--- config.mk ---
export PLATFORM = sky130hd
export DESIGN_NAME = delay_monitor
export DESIGN_NICKNAME = d
export VERILOG_FILES = /design/src/rtl/delay_monitor.sv
export SDC_FILE = /design/constraint.sdc
export NUM_CORES = 1
export LEC_CHECK = 0
export ABC_AREA = 1
export CORE_AREA = 2 2 79 81
export DETAILED_ROUTE_END_ITERATION = 8
export DIE_AREA = 0 0 81 83
export SYNTH_ARGS = -nofsm -noshare
export SYNTH_HDL_FRONTEND = slang
export SYNTH_SLANG_ARGS = --single-unit
--- constraint.sdc ---
create_clock -name clk -period 2.13 [get_ports clk]
set_input_delay 0.426 -clock clk [delete_from_list [all_inputs] [get_ports clk]]
set_output_delay 0.426 -clock clk [all_outputs]
set_load 0.1 [all_outputs]
--- src/rtl/delay_monitor.sv ---
// ---------------------------------------------------------------------------
// delay_monitor
//   Receive-side checker for the periodic single-cycle pulse of the DELAY
//   pulse generator (same clock domain). It measures the edge-to-edge gap
//   between successive pulses and compares it with the expected period
//   P = N+1 cycles. A gap is accepted when it lies in [P-TOL, P+TOL].
//   The block declares lock after LOCK_CNT good gaps in a row, and it flags
//   early pulses (gap < P-TOL) and missing pulses (no pulse by gap P+TOL).
//
// Ports
//   clk        in   1      rising-edge clock
//   rst_n      in   1      asynchronous active-low reset
//   sig        in   1      generator pulse, sampled on clk
//   locked     out  1      level, high while the period is verified
//   err_early  out  1      1-cycle pulse: gap < P-TOL
//   err_late   out  1      1-cycle pulse: timeout at gap P+TOL
//   gap        out  CBITS  last measured gap, held until the next pulse
//   gap_vld    out  1      1-cycle pulse: gap updated
//   miss_cnt   out  16     saturating count of early plus late errors
//                          (only present when DELAY_MONITOR_STATS_EN is defined)
//
// Build option
//   DELAY_MONITOR_STATS_EN : adds the miss_cnt output and its counter.
// ---------------------------------------------------------------------------
module delay_monitor #(
    parameter int unsigned N        = 100000,
    parameter int unsigned CBITS    = 17,
    parameter int unsigned TOL      = 0,
    parameter int unsigned LOCK_CNT = 4,
    parameter int unsigned LBITS    = 3
) (
    input  logic             clk,
    input  logic             rst_n,
    input  logic             sig,
    output logic             locked,
    output logic             err_early,
    output logic             err_late,
    output logic [CBITS-1:0] gap,
    output logic             gap_vld
`ifdef DELAY_MONITOR_STATS_EN
    ,
    output logic [15:0]      miss_cnt
`endif
);

    // Parameter sanity checks, evaluated at elaboration.
    if (N + 1 + TOL >= (64'd1 << CBITS)) begin : g_chk_cbits
        $error("delay_monitor: P+TOL does not fit in CBITS");
    end
    if (TOL >= N + 1) begin : g_chk_tol
        $error("delay_monitor: TOL must be smaller than P");
    end
    if (LOCK_CNT < 1 || LOCK_CNT >= (64'd1 << LBITS)) begin : g_chk_lock
        $error("delay_monitor: LOCK_CNT must be >= 1 and fit in LBITS");
    end

    localparam logic [1:0] ST_SEARCH  = 2'd0;
    localparam logic [1:0] ST_MEASURE = 2'd1;
    localparam logic [1:0] ST_LOCKED  = 2'd2;

    localparam logic [CBITS-1:0] WIN_LO     = CBITS'(N + 1 - TOL);
    localparam logic [CBITS-1:0] WIN_HI     = CBITS'(N + 1 + TOL);
    localparam logic [CBITS-1:0] CNT_MAX    = '1;
    localparam logic [LBITS-1:0] STREAK_MAX = LBITS'(LOCK_CNT);

    logic [1:0]       state_q,   state_d;
    logic [CBITS-1:0] cnt_q,     cnt_d;
    logic [LBITS-1:0] streak_q,  streak_d;
    logic [CBITS-1:0] gap_q,     gap_d;
    logic             gap_vld_q, gap_vld_d;
    logic             early_q,   early_d;
    logic             late_q,    late_d;
    logic             locked_q,  locked_d;

    logic             in_win;
    logic [LBITS-1:0] streak_inc;

    assign in_win     = (cnt_q >= WIN_LO) && (cnt_q <= WIN_HI);
    assign streak_inc = (streak_q == STREAK_MAX) ? streak_q : streak_q + 1'b1;

    always_comb begin
        state_d   = state_q;
        streak_d  = streak_q;
        gap_d     = gap_q;
        gap_vld_d = 1'b0;
        early_d   = 1'b0;
        late_d    = 1'b0;

        // Gap counter runs in every state; a pulse restarts it at 1 so the
        // value seen at the next pulse is the edge-to-edge distance.
        if (sig) begin
            cnt_d = CBITS'(1);
        end else if (cnt_q == CNT_MAX) begin
            cnt_d = cnt_q;
        end else begin
            cnt_d = cnt_q + 1'b1;
        end

        case (state_q)
            ST_SEARCH: begin
                if (sig) begin
                    state_d  = ST_MEASURE;
                    streak_d = '0;
                end
            end
            ST_MEASURE, ST_LOCKED: begin
                if (sig) begin
                    gap_d     = cnt_q;
                    gap_vld_d = 1'b1;
                    if (in_win) begin
                        streak_d = streak_inc;
                        if (streak_inc == STREAK_MAX) begin
                            state_d = ST_LOCKED;
                        end
                    end else begin
                        early_d  = 1'b1;
                        streak_d = '0;
                        state_d  = ST_MEASURE;
                    end
                end else if (cnt_q == WIN_HI) begin
                    late_d   = 1'b1;
                    streak_d = '0;
                    state_d  = ST_SEARCH;
                end
            end
            default: begin
                state_d  = ST_SEARCH;
                streak_d = '0;
            end
        endcase

        locked_d = (state_d == ST_LOCKED);
    end

    always_ff @(posedge clk or negedge rst_n) begin
        if (!rst_n) begin
            state_q   <= ST_SEARCH;
            cnt_q     <= '0;
            streak_q  <= '0;
            gap_q     <= '0;
            gap_vld_q <= 1'b0;
            early_q   <= 1'b0;
            late_q    <= 1'b0;
            locked_q  <= 1'b0;
        end else begin
            state_q   <= state_d;
            cnt_q     <= cnt_d;
            streak_q  <= streak_d;
            gap_q     <= gap_d;
            gap_vld_q <= gap_vld_d;
            early_q   <= early_d;
            late_q    <= late_d;
            locked_q  <= locked_d;
        end
    end

    assign locked    = locked_q;
    assign err_early = early_q;
    assign err_late  = late_q;
    assign gap       = gap_q;
    assign gap_vld   = gap_vld_q;

`ifdef DELAY_MONITOR_STATS_EN
    logic [15:0] miss_q;

    // Updated on the same edge as the error pulse, so the count already
    // includes the error it is presented with.
    always_ff @(posedge clk or negedge rst_n) begin
        if (!rst_n) begin
            miss_q <= '0;
        end else if ((early_d || late_d) && (miss_q != 16'hFFFF)) begin
            miss_q <= miss_q + 16'd1;
        end
    end

    assign miss_cnt = miss_q;
`else
    // Statistics disabled: no miss counter.
`endif

endmodule
Yosys cells after proc, flatten, opt, wreduce, memory -nomap -nowiden --
Index checks and enable logic that the tools add are counted.
Word-level totals: logic and storage cells 49, flip-flop bits (word level) 43
Cells by class: mux-type cells 22, add/sub/neg operators 2, equal/unequal tests 10, reduce and logical (&&, ||, !) cells 5, $lt $le $gt $ge 2
Operators by type and width (number):
- equality test 17 bit (second input constant) | 2
- 2-to-1 mux 17 bit | 2
- adder 17 x 1 -> 17 bit (second input constant) | 1
- greater-or-equal comparator 17 bit (second input constant) | 1
- less-or-equal comparator 17 bit (second input constant) | 1
- 2-to-1 mux 3 bit | 5
- 2-to-1 mux 2 bit | 5
- 2-to-1 mux 1 bit | 8
- equality test 3 bit (second input constant) | 2
- one-hot mux 3 bit (2 select lines) | 1
- equality test 2 bit (second input constant) | 2
- inequality test 2 bit (second input constant) | 2
- one-hot mux 2 bit (2 select lines) | 1
- AND reduction 2 bit | 2
- adder 3 x 1 -> 3 bit (second input constant) | 1
- inequality test 3 bit (second input constant) | 1
- equality test 2 x 1 -> 1 bit (second input constant) | 1
- zero test 2 bit | 1
- OR reduction 2 bit | 1
- logical AND 1 bit | 1

Logic depth before layout (Yosys ltp) --
Gate-level depths: netlist of the first run.
depth after elaboration 8, gate-level depth with buffers 16

Worst setup path after synthesis of the first run --
OpenSTA, ideal clock, no wires.
path kind reg-to-reg, start point reg cnt_q[0], end point reg cnt_q[11], required time 2.067 ns, setup slack 0.121 ns, library setup time 0.063 ns, stages on the path, launching flop included 17, clock period less this slack 2.009 ns, buffers on the path 0, arrival time 1.946 ns, cell sequence dfrtp_1 ha_1 nand2_2 inv_1 nand4_1 nor4_1 ha_1 inv_1 nor2_4 nor2_2 nand2_2 nor2_4 nand2_1 nand2_1 o21ai_0 nand2_1 inv_1
Between the ends: longest elaborated chain between the ends 3, elaborated cells on any way between the ends 5, those cells by class add/sub: 1; eq/ne: 2; mux: 2
RTL lines:
- start: declaration | RTL line 67 | logic [CBITS-1:0] cnt_q, cnt_d;
- start signal: assignment | RTL line 147 | cnt_q <= cnt_d;
- adder 17 x 1 -> 17 bit | RTL line 96 | cnt_d = cnt_q + 1'b1;
- 2-to-1 mux 17 bit | RTL line 93 | end else if (cnt_q == CNT_MAX) begin
- 2-to-1 mux 17 bit | RTL line 91 | if (sig) begin
Parallel ways exist; a longest one is shown, timed or not. The select of a mux whose other input is x is not followed. A chain may end at the register's enable or synchronous reset.

Final worst setup path of the first run --
start point reg cnt_q[9], end point reg cnt_q[11]
Same word-level chain as after synthesis.

==> reports/qor_table.md, run 1 <==
| Result | This run | Unit |
|:---|:---|:---|
| Global-route wire length before repair | 8780 | um |
| Post-detailed-route via-to-cell ratio | 4.84 | - |
| Detailed-routing iteration count for the pre-antenna-repair pass | 4 | - |
| Power density over the cells | 596 | nW/um^2 |
| Placeable core area | 5820 | um^2 |
| Skew-Pair Late Insertion Delay | 300 | ps |
| Rel. slew slack | 63.4 | % |
| IO Count | 24 | - |
| Worst Clk Skew | 4.67 | ps |
| Sequential fraction of the synthesis area | 47.8 | % |
| Root buffer selected by CTS | clkbuf_8 | - |
| Total count of max-transition violations in the final report | 0 | - |
| Max-cap check violation count | 0 | - |
| Proportion of netlist area held by the largest area contributor | 47.8 | % |
| Number of flip-flops and latches in the synthesized netlist | 43 | - |
| Final setup violation count | 0 | - |
| Adder-cell area share of the yosys netlist | 3.89 | % |
| Top post-synthesis cells by area | dfrtp_1 48%, nand2_1 12%, inv_1 6.7% | - |
| Effective utilization at floorplan | 38.7 | % |
| Clk pin slew, worst setup/hold paths | 80 | ps |
| DIE HEIGHT | 83 | um |
| Synth cell count leaders | 72 x nand2_1, 43 x dfrtp_1, 40 x inv_1 | - |
| Maximum root-to-sink buffer count | 2 | - |
| Fraction of synthesized cell area in xor and xnor cells | 0 | % |
| Post-synth net total | 294 | - |
| Count of antenna diodes in the layout | 0 | - |
| Setup TNS | 0 | ps |
| Routed wire per std cell | 12.7 | um |
| Worst hold margin | 198 | ps |
| Status | completed | - |
| Std cell rows | 28 | - |
| Setup crit end kind | register | - |
| HP Class | in2async | - |
| Via count of the first global-routing pass | 1804 | - |
| YS warnings | 0 | - |
| Initial antenna violation count | 0 | - |
| Kind of critical path | reg2reg | - |
| Post-synthesis average cell area | 7.93 | um^2 |
| Number of flops mapped to enable cells by yosys | 0 | - |
| Worst Path Required | 2370 | ps |
| Most used DFF post-synth | dfrtp_1 | - |
| Setup repair after global routing missed its margin | true | - |
| Nets@finish | 345 | - |
| Largest fanout on the critical path | 4 | - |
| Share of post-route cells with drive strength above 1 | 23.3 | % |
| Die footprint | 6720 | um^2 |
| Count of clock tree sinks | 43 | - |
| Fin crit share | 93.5 | % |
| Startpoint of the worst register-to-register path | cnt_q[9]$_DFFE_PN0P_ | - |
| Synth cell types | 26 | - |
| Detailed Route Iter0 Violations | 148 | - |
| Portion of netlist area occupied by mux cells | 0 | % |
| # hold bufs at CTS | 0 | - |
| Die boundary width | 81 | um |
| Routed wire length | 5200 | um |
| Remaining antenna violation count after routing | 0 | - |
| Signal arrival time at the worst endpoint | 2230 | ps |
| Cts bufs inserted | 5 | - |
| Final global-route overflow total | 0 | - |
| GRT Overall Usage | 16.7 | % |
| Top delay family on crit path | simple AND/OR/NAND/NOR gates | - |
| Vias after detailed routing | 1986 | - |
| Post-synthesis compound-gate area fraction | 10.6 | % |
| Area of the mapped netlist | 2250 | um^2 |
| Fraction of registers with async set or reset after synthesis | 100 | % |
| Gp weighted congestion | 0.889 | - |
| Critical path launch point | cnt_q[9]$_DFFE_PN0P_ | - |
| Maximum vdd ir drop | 0.304 | mV |
| Area fraction in and, or, nand and nor cells after synthesis | 28.9 | % |
| Maximum number of pins on one net before global-route repair | 44 | - |
| Worst Setup Start Kind | register | - |
| Post-detailed-placement half-perimeter wirelength | 3870 | um |
| Dominant combinational cell family by area after synthesis | simple AND/OR/NAND/NOR gates | - |
| Library cell with the highest instance count after synthesis | nand2_1 | - |
| Number of instances in the synthesized netlist | 284 | - |
| Critical Path, Cell by Cell | nand4_1, inv_1, nand4_1, nor4_2, ha_2, inv_2, nor2_4, nor2_4, nand2_2, nor2_4, nand2_1, nand2_1, o21ai_0, nand2_1, inv_1 | - |
| Count of buffers from port buffering | 23 | - |
| Period minus WS final | 1990 | ps |
| CTS tree | yes | - |
| CP peak stage delay | 390 | ps |
| Final core occ | 48.1 | % |
| Static leakage power | 1.40 | nW |
| H-tree Lvls | 2 | - |
| Count of buffering cells on the critical path with inverters included | 3 | - |
| Highest-delay cell along the critical path | dfrtp_1 | - |
| Cell accounting for the most synthesized area | dfrtp_1 | - |
| Slew at the pin closest to its max-slew limit | 550 | ps |
| Maximum achievable frequency | 502 | MHz |
| Final routed DRC violation total | 0 | - |
| Layout Area Growth over Synthesis | 24.3 | % |
| Total count of hold-check failures in the final report | 0 | - |
## flip-flops by register name, indices dropped and copies added, names as in the netlist
signal	count
gap_vld	1
state_q	2
locked	1
err_early	1
streak_q	3
cnt_q	17
gap	17
err_late	1
## cell type report
class / count / area [um^2]
fill: 597 / 3020
inverter: 42 / 158
tap: 75 / 93.8
multi-input combinational: 193 / 992
sequential: 43 / 1080
timing repair buffer: 50 / 375
clock inverter: 1 / 30.0
clock buffer: 6 / 72.6
## routing by layer
layer / GRT usage, % / up-vias / wire length [um]
met2: 24.1 / 51 / 2330
met1: 25.1 / 926 / 2550
met5: 0 / - / 0
met3: 3.59 / 6 / 250
met4: 4.62 / 0 / 69
li1: - / 1003 / -
## worst register-to-register path, cell delays in order (launching register included)
cell and delay, ps:
dfrtp_1 390, nand4_1 150, inv_1 120, nand4_1 120
nor4_2 170, ha_2 240, inv_2 60, nor2_4 150
nor2_4 60, nand2_2 80, nor2_4 50, nand2_1 80
nand2_1 70, o21ai_0 80, nand2_1 70, inv_1 50
## final timing paths
check                                         to  slack, ps  depth (start not counted)
hold reg to reg               gap[5]$_DFFE_PN0P_        490                          2
hold / removal             cnt_q[15]$_DFFE_PN0P_        200                          2
max in group asynchronous       locked$_DFF_PN0_       1560                          2
setup / recovery           cnt_q[11]$_DFFE_PN0P_        140                         15
setup reg to reg           cnt_q[11]$_DFFE_PN0P_        140                         15
min in group clk              gap[5]$_DFFE_PN0P_        490                          2
## per-stage QoR
step	instance area [um^2]	power, W	cells	setup WS [ps]
after floorplan	2250	0.000989	284	121
final	2800	0.00167	410	139
after global placement	2630	0.00106	397	124
after CTS	2740	0.00168	404	25.3
after global routing	2800	0.00172	410	-28.4
after detailed placement	2630	0.00106	397	42.7
## what timing repair did
item / 4_1_cts / 5_1_grt
endpoints found under the setup margin: 0 / 15
gates resized for setup: 0 / 5
setup buffers: 0 / 6
## where the power goes
part           total, W  internal (W)  switching (W)
Clock          0.000624      0.000344       0.000280
Combinational  0.000203     0.0000518       0.000151
Sequential     0.000840      0.000832     0.00000842
Total           0.00167       0.00123       0.000440
## cell usage in the layout (no fill, tap or decap), types with 2 or more instances in the layout
cell / count
ha_2: 2
nor2_4: 6
nand2_1: 72
clkbuf_8: 5
dfrtp_1: 43
inv_2: 3
nor2_2: 2
nor3_1: 6
o21ai_0: 27
nor2_1: 26
inv_1: 39
a21oi_1: 11
o21ai_1: 5
ha_1: 5
nand3_1: 11
buf_4: 48
nand4_1: 6
nand2_2: 5
## kinds of logic (layout without fill, tap and decap cells)
| group | count (synthesis) | in the layout |
|---|---|---|
| buffers and inverters | 48 | 99 |
| AND/OR/NAND/NOR | 140 | 140 |
| adder cells (fa/ha/maj) | 7 | 7 |
| flip-flops | 43 | 43 |
| AO/OA/AOI/OAI | 46 | 46 |
Power figures use the tool's default switching activity.
==> inputs of run 2 (changes only) <==
--- a/config.mk
+++ b/config.mk
@@ -7,6 +7,7 @@
 export LEC_CHECK = 0
 export ABC_AREA = 1
 export CORE_AREA = 2 2 79 81
+export CTS_CLUSTER_SIZE = 30
 export DETAILED_ROUTE_END_ITERATION = 8
 export DIE_AREA = 0 0 81 83
 export SYNTH_ARGS = -nofsm -noshare
==> results of run 2 <==
Final layout, timing and power as in run 1 (identical DEF).
==> inputs of run 3 (changes only) <==
--- a/config.mk
+++ b/config.mk
@@ -10,6 +10,7 @@
 export CTS_CLUSTER_SIZE = 30
 export DETAILED_ROUTE_END_ITERATION = 8
 export DIE_AREA = 0 0 81 83
+export PLACE_DENSITY = 0.61
 export SYNTH_ARGS = -nofsm -noshare
 export SYNTH_HDL_FRONTEND = slang
 export SYNTH_SLANG_ARGS = --single-unit
==> run 3 against run 2 <==
  * The flow now finishes with violations (setup timing)
  * Fmax shrank 7.0%
  * Power shrank 5.8%
  * Combinational power grew 5%
  * Hold slack lost 130 ps
  * Critical endpoint is now cnt_q[2]$_DFFE_PN0P_
  * Largest power group unchanged
==> reports/qor_table.md, run 3 (synthesized netlist as in run 1, its figures left out) <==
| Result | This run | Unit | Delta |
|:---|:---|:---|:---|
| Status | finished, violations left | - | was completed |
| Failing checks | setup timing | - |  |
| Final setup violation count | 2 | - | was 0 |
| Maximum achievable frequency | 467 | MHz | was 502 MHz |
| Count of buffering cells on the critical path with inverters included | 4 | - | was 3 |
| Fin crit share | 100 | % | was 93.5% |
| Vias after detailed routing | 2002 | - | was 1986 |
| Share of post-route cells with drive strength above 1 | 26.3 | % | was 23.3% |
| Signal arrival time at the worst endpoint | 2330 | ps | was 2230 ps |
| Final routed DRC violation total | 0 | - | unchanged |
| Critical path launch point | cnt_q[9]$_DFFE_PN0P_ | - | unchanged |
| Fill cell total of the finished layout | 608 | - | was 597 |
| Commonest cells after routing, fill and taps aside | 68 x nand2_1, 50 x buf_4, 43 x dfrtp_1 | - | was 72 x nand2_1, 48 x buf_4, 43 x dfrtp_1 |
| Worst Path Required | 2320 | ps | was 2370 ps |
| Layout Area Growth over Synthesis | 26.0 | % | was 24.3% |
| Worst Clk Skew | 4.43 | ps | was 4.67 ps |
| CTS tree | yes | - | unchanged |
| Switch Pwr | 0.000451 | W | was 0.000440 W |
| Effective utilization at floorplan | 38.7 | % | unchanged |
| Nets@finish | 348 | - | was 345 |
| Gp weighted congestion | 0.906 | - | was 0.889 |
| Largest fanout on the critical path | 4 | - | unchanged |
| Global-route wire length before repair | 9060 | um | was 8780 um |
| Storage element area | 1080 | um^2 | unchanged |
| # hold bufs at CTS | 0 | - | unchanged |
| Startpoint of the worst register-to-register path | cnt_q[9]$_DFFE_PN0P_ | - | unchanged |
| Count of clock tree sinks | 43 | - | unchanged |
| Slew at the pin closest to its max-slew limit | 465 | ps | was 550 ps |
| HP Class | in2async | - | unchanged |
| Root buffer selected by CTS | clkbuf_8 | - | unchanged |
| Final WS setup | -10.6 | ps | was 139 ps |
| Top layer used by detailed routing | met4 | - | unchanged |
| Die boundary width | 81 | um | unchanged |
| Static leakage power | 1.42 | nW | was 1.40 nW |
| Share of total power in sequential cells | 53.6 | % | was 50.4% |
| DIE HEIGHT | 83 | um | unchanged |
| CP peak stage delay | 380 | ps | was 390 ps |
| Total placed instance area | 2640 | um^2 | was 2630 um^2 |
| Commonest non-fill, non-tap cell in the layout | nand2_1 | - | unchanged |
| Clock network fraction of design power | 32.8 | % | was 37.5% |
| Placeable core area | 5820 | um^2 | unchanged |
| GRT Overall Usage | 17.2 | % | was 16.7% |
| Internal power of the cells | 0.00112 | W | was 0.00123 W |
| Via count of the first global-routing pass | 1872 | - | was 1804 |
| Setup crit end kind | register | - | unchanged |
| Period minus WS final | 2140 | ps | was 1990 ps |
| Die footprint | 6720 | um^2 | unchanged |
| Remaining antenna violation count after routing | 0 | - | unchanged |
| Highest-delay cell along the critical path | dfrtp_1 | - | unchanged |
| Final core occ | 48.8 | % | was 48.1% |
| Count of buffers from port buffering | 23 | - | unchanged |
| Maximum vdd ir drop | 0.240 | mV | was 0.304 mV |
| Cts bufs inserted | 5 | - | unchanged |
| Setup repair after global routing missed its margin | true | - | unchanged |
| Skew-Pair Late Insertion Delay | 300 | ps | about the same |
| Final global-route overflow total | 0 | - | unchanged |
| Detailed Route Iter0 Violations | 107 | - | was 148 |
| Initial antenna violation count | 0 | - | unchanged |
| Routed wire per std cell | 12.8 | um | was 12.7 um |
| Routed length on met1 | 2500 | um | was 2550 um |
| Rel. slew slack | 69.0 | % | was 63.4% |
| Routed wire length | 5290 | um | was 5200 um |
| H-tree Lvls | 2 | - | unchanged |
| Power density over the cells | 553 | nW/um^2 | was 596 nW/um^2 |
| Kind of critical path | reg2reg | - | unchanged |
| Total count of max-transition violations in the final report | 0 | - | unchanged |
| Top delay family on crit path | simple AND/OR/NAND/NOR gates | - | unchanged |
| Clk pin slew, worst setup/hold paths | 80 | ps | about the same |
| Max-cap check violation count | 0 | - | unchanged |
| Count of antenna diodes in the layout | 0 | - | unchanged |
| Critical Path, Cell by Cell | nand4_1, inv_1, nand4_1, nor4_2, ha_2, inv_4, nor2_4, buf_4, inv_1, a21oi_1, nor3_1 | - | was nand4_1, inv_1, nand4_1, nor4_2, ha_2, inv_2, nor2_4, nor2_4, nand2_2, nor2_4, nand2_1, nand2_1, o21ai_0, nand2_1, inv_1 |
| Met3 WL post-DR | 269 | um | was 250 um |
| Std cell rows | 28 | - | unchanged |
| Total count of hold-check failures in the final report | 0 | - | unchanged |
| Post-detailed-route via-to-cell ratio | 4.84 | - | about the same |
| Maximum root-to-sink buffer count | 2 | - | unchanged |
| Detailed-routing iteration count for the pre-antenna-repair pass | 4 | - | unchanged |
| Comb power frac | 13.6 | % | was 12.2% |
| Fin area | 2840 | um^2 | was 2800 um^2 |
| Maximum number of pins on one net before global-route repair | 26 | - | was 44 |
| Area of the multi-input gates | 1010 | um^2 | was 992 um^2 |
| Met2 wire length | 2470 | um | was 2330 um |
| Switch share | 28.7 | % | was 26.4% |
| Post-detailed-placement half-perimeter wirelength | 3990 | um | was 3870 um |
| IO Count | 24 | - | unchanged |
| Worst Setup Start Kind | register | - | unchanged |
==> run 3: cell count changes in the layout (fill, tap and decap cells not counted), moves of 2 or more <==
cell,before,now
inv_1,39,37
buf_4,48,50
nand2_2,5,8
nand2_1,72,68
o21ai_1,5,9
o21ai_0,27,23
==> run 3: final cells by class <==
type | count | area share [%]
inverters | 42 | 5.65
clock inverters | 2 | 0.441
multi-input cells | 193 | 35.6
flip-flops and latches | 43 | 37.9
repair buffers | 53 | 14.5
clock buffers | 6 | 2.56
well taps | 75 | 3.31
==> run 3: final timing paths <==
kind | to | slack [ps] | cells past startpoint
max in group asynchronous | streak_q[2]$_DFFE_PN0P_ | 1570 | 2
worst min register to register | gap[7]$_DFFE_PN0P_ | 490 | 2
worst min-delay path | cnt_q[15]$_DFFE_PN0P_ | 70 | 1
worst max register to register | cnt_q[2]$_DFFE_PN0P_ | -10 | 11
worst max-delay path | cnt_q[2]$_DFFE_PN0P_ | -10 | 11
min in group clk | gap[7]$_DFFE_PN0P_ | 490 | 2
==> run 3: repair_timing <==
| item | in CTS | in global routing |
|---|---|---|
| buffers inserted | 0 | 10 |
| resized for setup | 0 | 18 |
| endpoints found under the setup margin | 0 | 12 |
==> run 3: per-stage QoR <==
| step | instances | hold WS, ps | power [W] | worst slack [ps] | setup TNS [ps] |
|---|---|---|---|---|---|
| global placement | 396 | 406 | 0.00106 | 136 | 0 |
| detailed placement | 396 | 410 | 0.00106 | 29.2 | 0 |
| finish | 414 | 69.3 | 0.00157 | -10.6 | -10.8 |
| CTS | 404 | 82.3 | 0.00158 | 3.54 | 0 |
| floorplan | 284 | 130 | 0.000989 | 121 | 0 |
| global route | 414 | 99.1 | 0.00164 | -161 | -1150 |
==> run 3: power by group through the flow <==
| stage | sequential (W) | clock (W) | combinational [W] |
|---|---|---|---|
| 5_1_grt | 0.000844 | 0.000561 | 0.000231 |
| 3_5_place_dp | 0.000857 | 0 | 0.000207 |
| 4_1_cts | 0.000841 | 0.000532 | 0.000208 |
| 3_3_place_gp | 0.000856 | 0 | 0.000206 |
| 2_1_floorplan | 0.000934 | 0 | 0.0000554 |
| 6_report | 0.000841 | 0.000515 | 0.000214 |
==> run 3: per-layer routing <==
layer | up-vias | track usage [%]
li1 | 1006 | -
met1 | 934 | 24.4
met2 | 58 | 26.4
met3 | 4 | 3.59
met4 | 0 | 4.62
met5 | - | 0
==> RTL change 1 (settings of run 3) <==
`LBITS`: 3 -> 4.
--- a/src/rtl/delay_monitor.sv
+++ b/src/rtl/delay_monitor.sv
@@ -28,5 +28,5 @@
     parameter int unsigned TOL      = 0,
     parameter int unsigned LOCK_CNT = 4,
-    parameter int unsigned LBITS    = 3
+    parameter int unsigned LBITS    = 4
 ) (
     input  logic             clk,
Formal check against the unedited RTL: same outputs for any inputs over 10 cycles, from zero or initial values and one cycle with rst_n low; that may be too few to reach the edited logic, so the function may still have changed.
==> RTL change 1 against run 3 <==
The flow still finishes with violations (setup timing); synthesized area is 1.1% lower; wire length is 2.6% lower; die area stayed put; sequential cell count is 1 higher; sequential power is 2.5% higher; global-route usage is 1.1 points lower; synthesized cell count is 2.1% lower; worst setup slack worse by 51 ps; power is 2.1% higher; design area is 0.49% higher; sequential share of layout area is 0.70 points higher; critical path type unchanged; critical endpoint is now cnt_q[14]; largest cell class unchanged.
==> RTL change 1: results (changes against run 3) <==
worst vdd ir: 0.000415 V (was 0.000240 V)
IO Port Bufs: 23 (unchanged)
status: finished with violations (unchanged)
GPL Wtd Cong: 0.988 (was 0.906)
worst reg2reg path startpoint: cnt_q[6] (was cnt_q[9])
worst slew pin tran: 539 ps (was 465 ps)
DP Area: 2640 µm² (about the same)
switching pwr: 434 µW (was 451 µW)
largest net degree at the start of global routing: 34 (was 26)
library cells used by synthesis: 25 (was 26)
Final #Nets: 338 (was 348)
Leak: 0.00140 µW (was 0.00142 µW)
crit path max fanout: 5 (was 4)
initial antenna violation count: 0 (unchanged)
ranking of synthesized cells by area: dfrtp_1, nand2_1, inv_1 (unchanged)
Seq/Total Area, Yosys: 0.494 (was 0.478)
global-route wire length before repair: 8.41 mm (was 9.06 mm)
Worst R2R Path Depth: 12 (was 11)
crit path to: cnt_q[14] (was cnt_q[2])
Setup Viol. Count Final: 7 (was 2)
Post-synth top cells: nand2_1, dfrtp_1, inv_1 (unchanged)
Final HPWL DP: 3.79 mm (was 3.99 mm)
initial drt markers: 128 (was 107)
Syn Nets: 288 (was 294)
Hold WS: 97.6 ps (was 69.3 ps)
Critical Path AT: 2380 ps (was 2330 ps)
failing checks: setup timing (unchanged)
Clock Pin Slew Worst Setup and Hold Paths: 90 ps
Fillers: 594 (was 608)
Worst Skew: 10.4 ps (was 4.43 ps)
DR vias/cell: 4.82 (was 4.84)
fin worst setup slack: -61.3 ps (was -10.6 ps)
vias in the first global route: 1818 (was 1872)
HP Class: in -> async (unchanged)
Tot GR Track Use: 0.160 (was 0.172)
drt wl/cell: 12.8 µm (about the same)
fraction of layout cells with a size suffix above 1: 0.264 (was 0.263)
-- RTL change 1: cell count changes after synthesis, sizes merged, moves of 2 or more --
cell	change
nor3	+5
nor2	-11
nand3	+9
o21ai	-3
o22ai	+2
inv	-3
nor4	-2
nand2	-3
-- RTL change 1: timing repair --
item	4_1_cts	5_1_grt
setup endpoints to repair	0	16
gates resized for setup	0	27
endpoints found under the hold margin	0	0
setup buffers	0	6
-- RTL change 1: layer usage --
layer | part of all wire | GRT usage
met1 | 0.49 | 0.238
met3 | 0.057 | 0.0304
met2 | 0.44 | 0.232
met5 | 0 | 0
met4 | 0.015 | 0.0555
-- RTL change 1: kinds of logic (layout without fill, tap and decap cells) --
logic type,count (synthesis),after routing,share of synthesized area
AOI/OAI and AO/OA,46,46,0.111
adders and majority gates,7,7,0.0393
buffers and inverters,45,96,0.0787
DFF,44,44,0.494
and+or+nand+nor,136,136,0.277
-- RTL change 1: power by group through the flow --
| stage | combinational [µW] | clock, µW | sequential [µW] |
|---|---|---|---|
| after global placement | 193 | 0 | 877 |
| after detailed placement | 194 | 0 | 878 |
| after global routing | 221 | 591 | 865 |
| final | 203 | 538 | 862 |
| after CTS | 194 | 555 | 862 |
| after floorplan | 47.4 | 0 | 953 |
-- RTL change 1: metrics by stage --
stage	std cells	TNS, ps	power [µW]	worst slack, ps	util
after floorplan	278	0	1000	9.32	-
after global placement	391	0	1070	96.3	0.454
after detailed placement	391	0	1070	13.1	0.454
after CTS	399	0	1610	6.99	0.470
after global routing	404	-1650	1680	-184	0.490
final	404	-210	1600	-61.3	0.490
-- RTL change 1: area by class of cell --
class	count	area (µm²)	share of cell area
sequential	44	1100	0.386
multi-input combinational	189	1030	0.362
timing repair buffer	49	388	0.136
inverter	39	146	0.0514
tap	75	93.8	0.0329
clock buffer	8	90.1	0.0316
==> RTL change 2 (flow settings as in run 3) <==
Made on the original files. Register the output `err_early` once more; this adds one clock of latency there. The other outputs are not delayed to match. Comments in the files are not updated.
--- a/src/rtl/delay_monitor.sv
+++ b/src/rtl/delay_monitor.sv
@@ -156,5 +156,7 @@
 
     assign locked    = locked_q;
-    assign err_early = early_q;
+    always_ff @(posedge clk) begin
+        err_early <= early_q;
+    end
     assign err_late  = late_q;
     assign gap       = gap_q;
Check against the original RTL: not equivalent (a bounded check fails within 4 cycles, from zero or initial values and one cycle with rst_n low).
==> RTL change 2 against run 3 <==
Via count is 1.5% lower; design area fell by 0.88%; clock skew decreased by 0.74 ps; synthesized area is 0.89% higher; wire length decreased by 1.1%; hold slack gained 10 ps; sequential cell count grew 1; power rose by 8.6%; worst setup slack better by 71 ps; critical path type unchanged; largest cell class unchanged.
==> RTL change 2: results (changes against run 3) <==
DR vias/cell: 4.84 (about the same)
CP required: 2380 ps (was 2320 ps)
vias in the first global route: 1913 (was 1872)
xor/xnor share of the synthesized area: 0 (unchanged)
nonclk buf count: 45 (was 53)
Leak: 0.00139 µW (was 0.00142 µW)
post-synthesis sequential element count: 44 (was 43)
Pwr Density: 606 nW/µm² (was 553 nW/µm²)
GPL Wtd Cong: 0.956 (was 0.906)
Placed Cells: 394 (was 396)
area of the multi-input gates: 1000 µm² (was 1010 µm²)
H-tree depth: 2 (unchanged)
ranking of synthesized cells by area: dfrtp_1, nand2_1, inv_1 (unchanged)
post-synthesis adder-cell area fraction: 0.0386 (was 0.0389)
met3 Use GR: 0.0380 (was 0.0359)
complex-gate fraction of the synthesized area: 0.105 (was 0.106)
worst slack, placed: -19.4 ps (was 29.2 ps)
sequential share of cell area: 0.390 (was 0.379)
Total Routed Length: 5.23 mm (was 5.29 mm)
GR Util met2: 0.256 (was 0.264)
Final HPWL DP: 4.02 mm (was 3.99 mm)
Final #Nets: 341 (was 348)
Syn Nets: 295 (was 294)
GR met1 Demand/Resource: 0.243 (was 0.244)
fraction of layout cells with a size suffix above 1: 0.241 (was 0.263)
Fillers: 592 (was 608)
Worst Skew: 3.69 ps (was 4.43 ps)
ClkCell Share: 0.0383 (was 0.0300)
worst vdd ir: 0.000370 V (was 0.000240 V)
IO Port Bufs: 23 (unchanged)
area share of buffers outside the clock network: 0.125 (was 0.145)
initial drt markers: 163 (was 107)
Cells after Synth: 285 (was 284)
global-route wire length before repair: 8.94 mm (was 9.06 mm)
DP Area: 2640 µm² (about the same)
library cells used by synthesis: 27 (was 26)
post_cts resized: 1 (was 0)
Seq/Total Area, Yosys: 0.483 (was 0.478)
status: finished clean (was finished with violations)
Relative slew margins: 0.669 (was 0.690)
Tot GR Track Use: 0.171 (was 0.172)
drt wl/cell: 12.9 µm (was 12.8 µm)
fraction of registers with async set/reset: 0.977 (was 1.00)
-- RTL change 2: cell types whose count changed after synthesis, sizes merged --
cell | before | now
dfxtp | 0 | 1
-- RTL change 2: layer usage --
| layer | vias up | share of wire |
|---|---|---|
| li1 | 997 | - |
| met5 | - | 0 |
| met3 | 8 | 0.047 |
| met2 | 43 | 0.47 |
| met1 | 923 | 0.47 |
| met4 | 0 | 0.016 |
-- RTL change 2: where the power goes --
| group | switching [µW] | internal [µW] |
|---|---|---|
| Clock | 291 | 348 |
| Sequential | 8.96 | 851 |
| Combinational | 153 | 52.5 |
-- RTL change 2: final timing paths --
kind,from,endpoint,slack [ps],cells past startpoint
setup / recovery,cnt_q[0],cnt_q[11],60,16
hold / removal,rst_n,cnt_q[15],80,1
setup reg to reg,cnt_q[0],cnt_q[11],60,16
hold reg to reg,early_q,err_early,370,0
max in group asynchronous,rst_n,cnt_q[7],1550,2
min in group clk,early_q,err_early,370,0
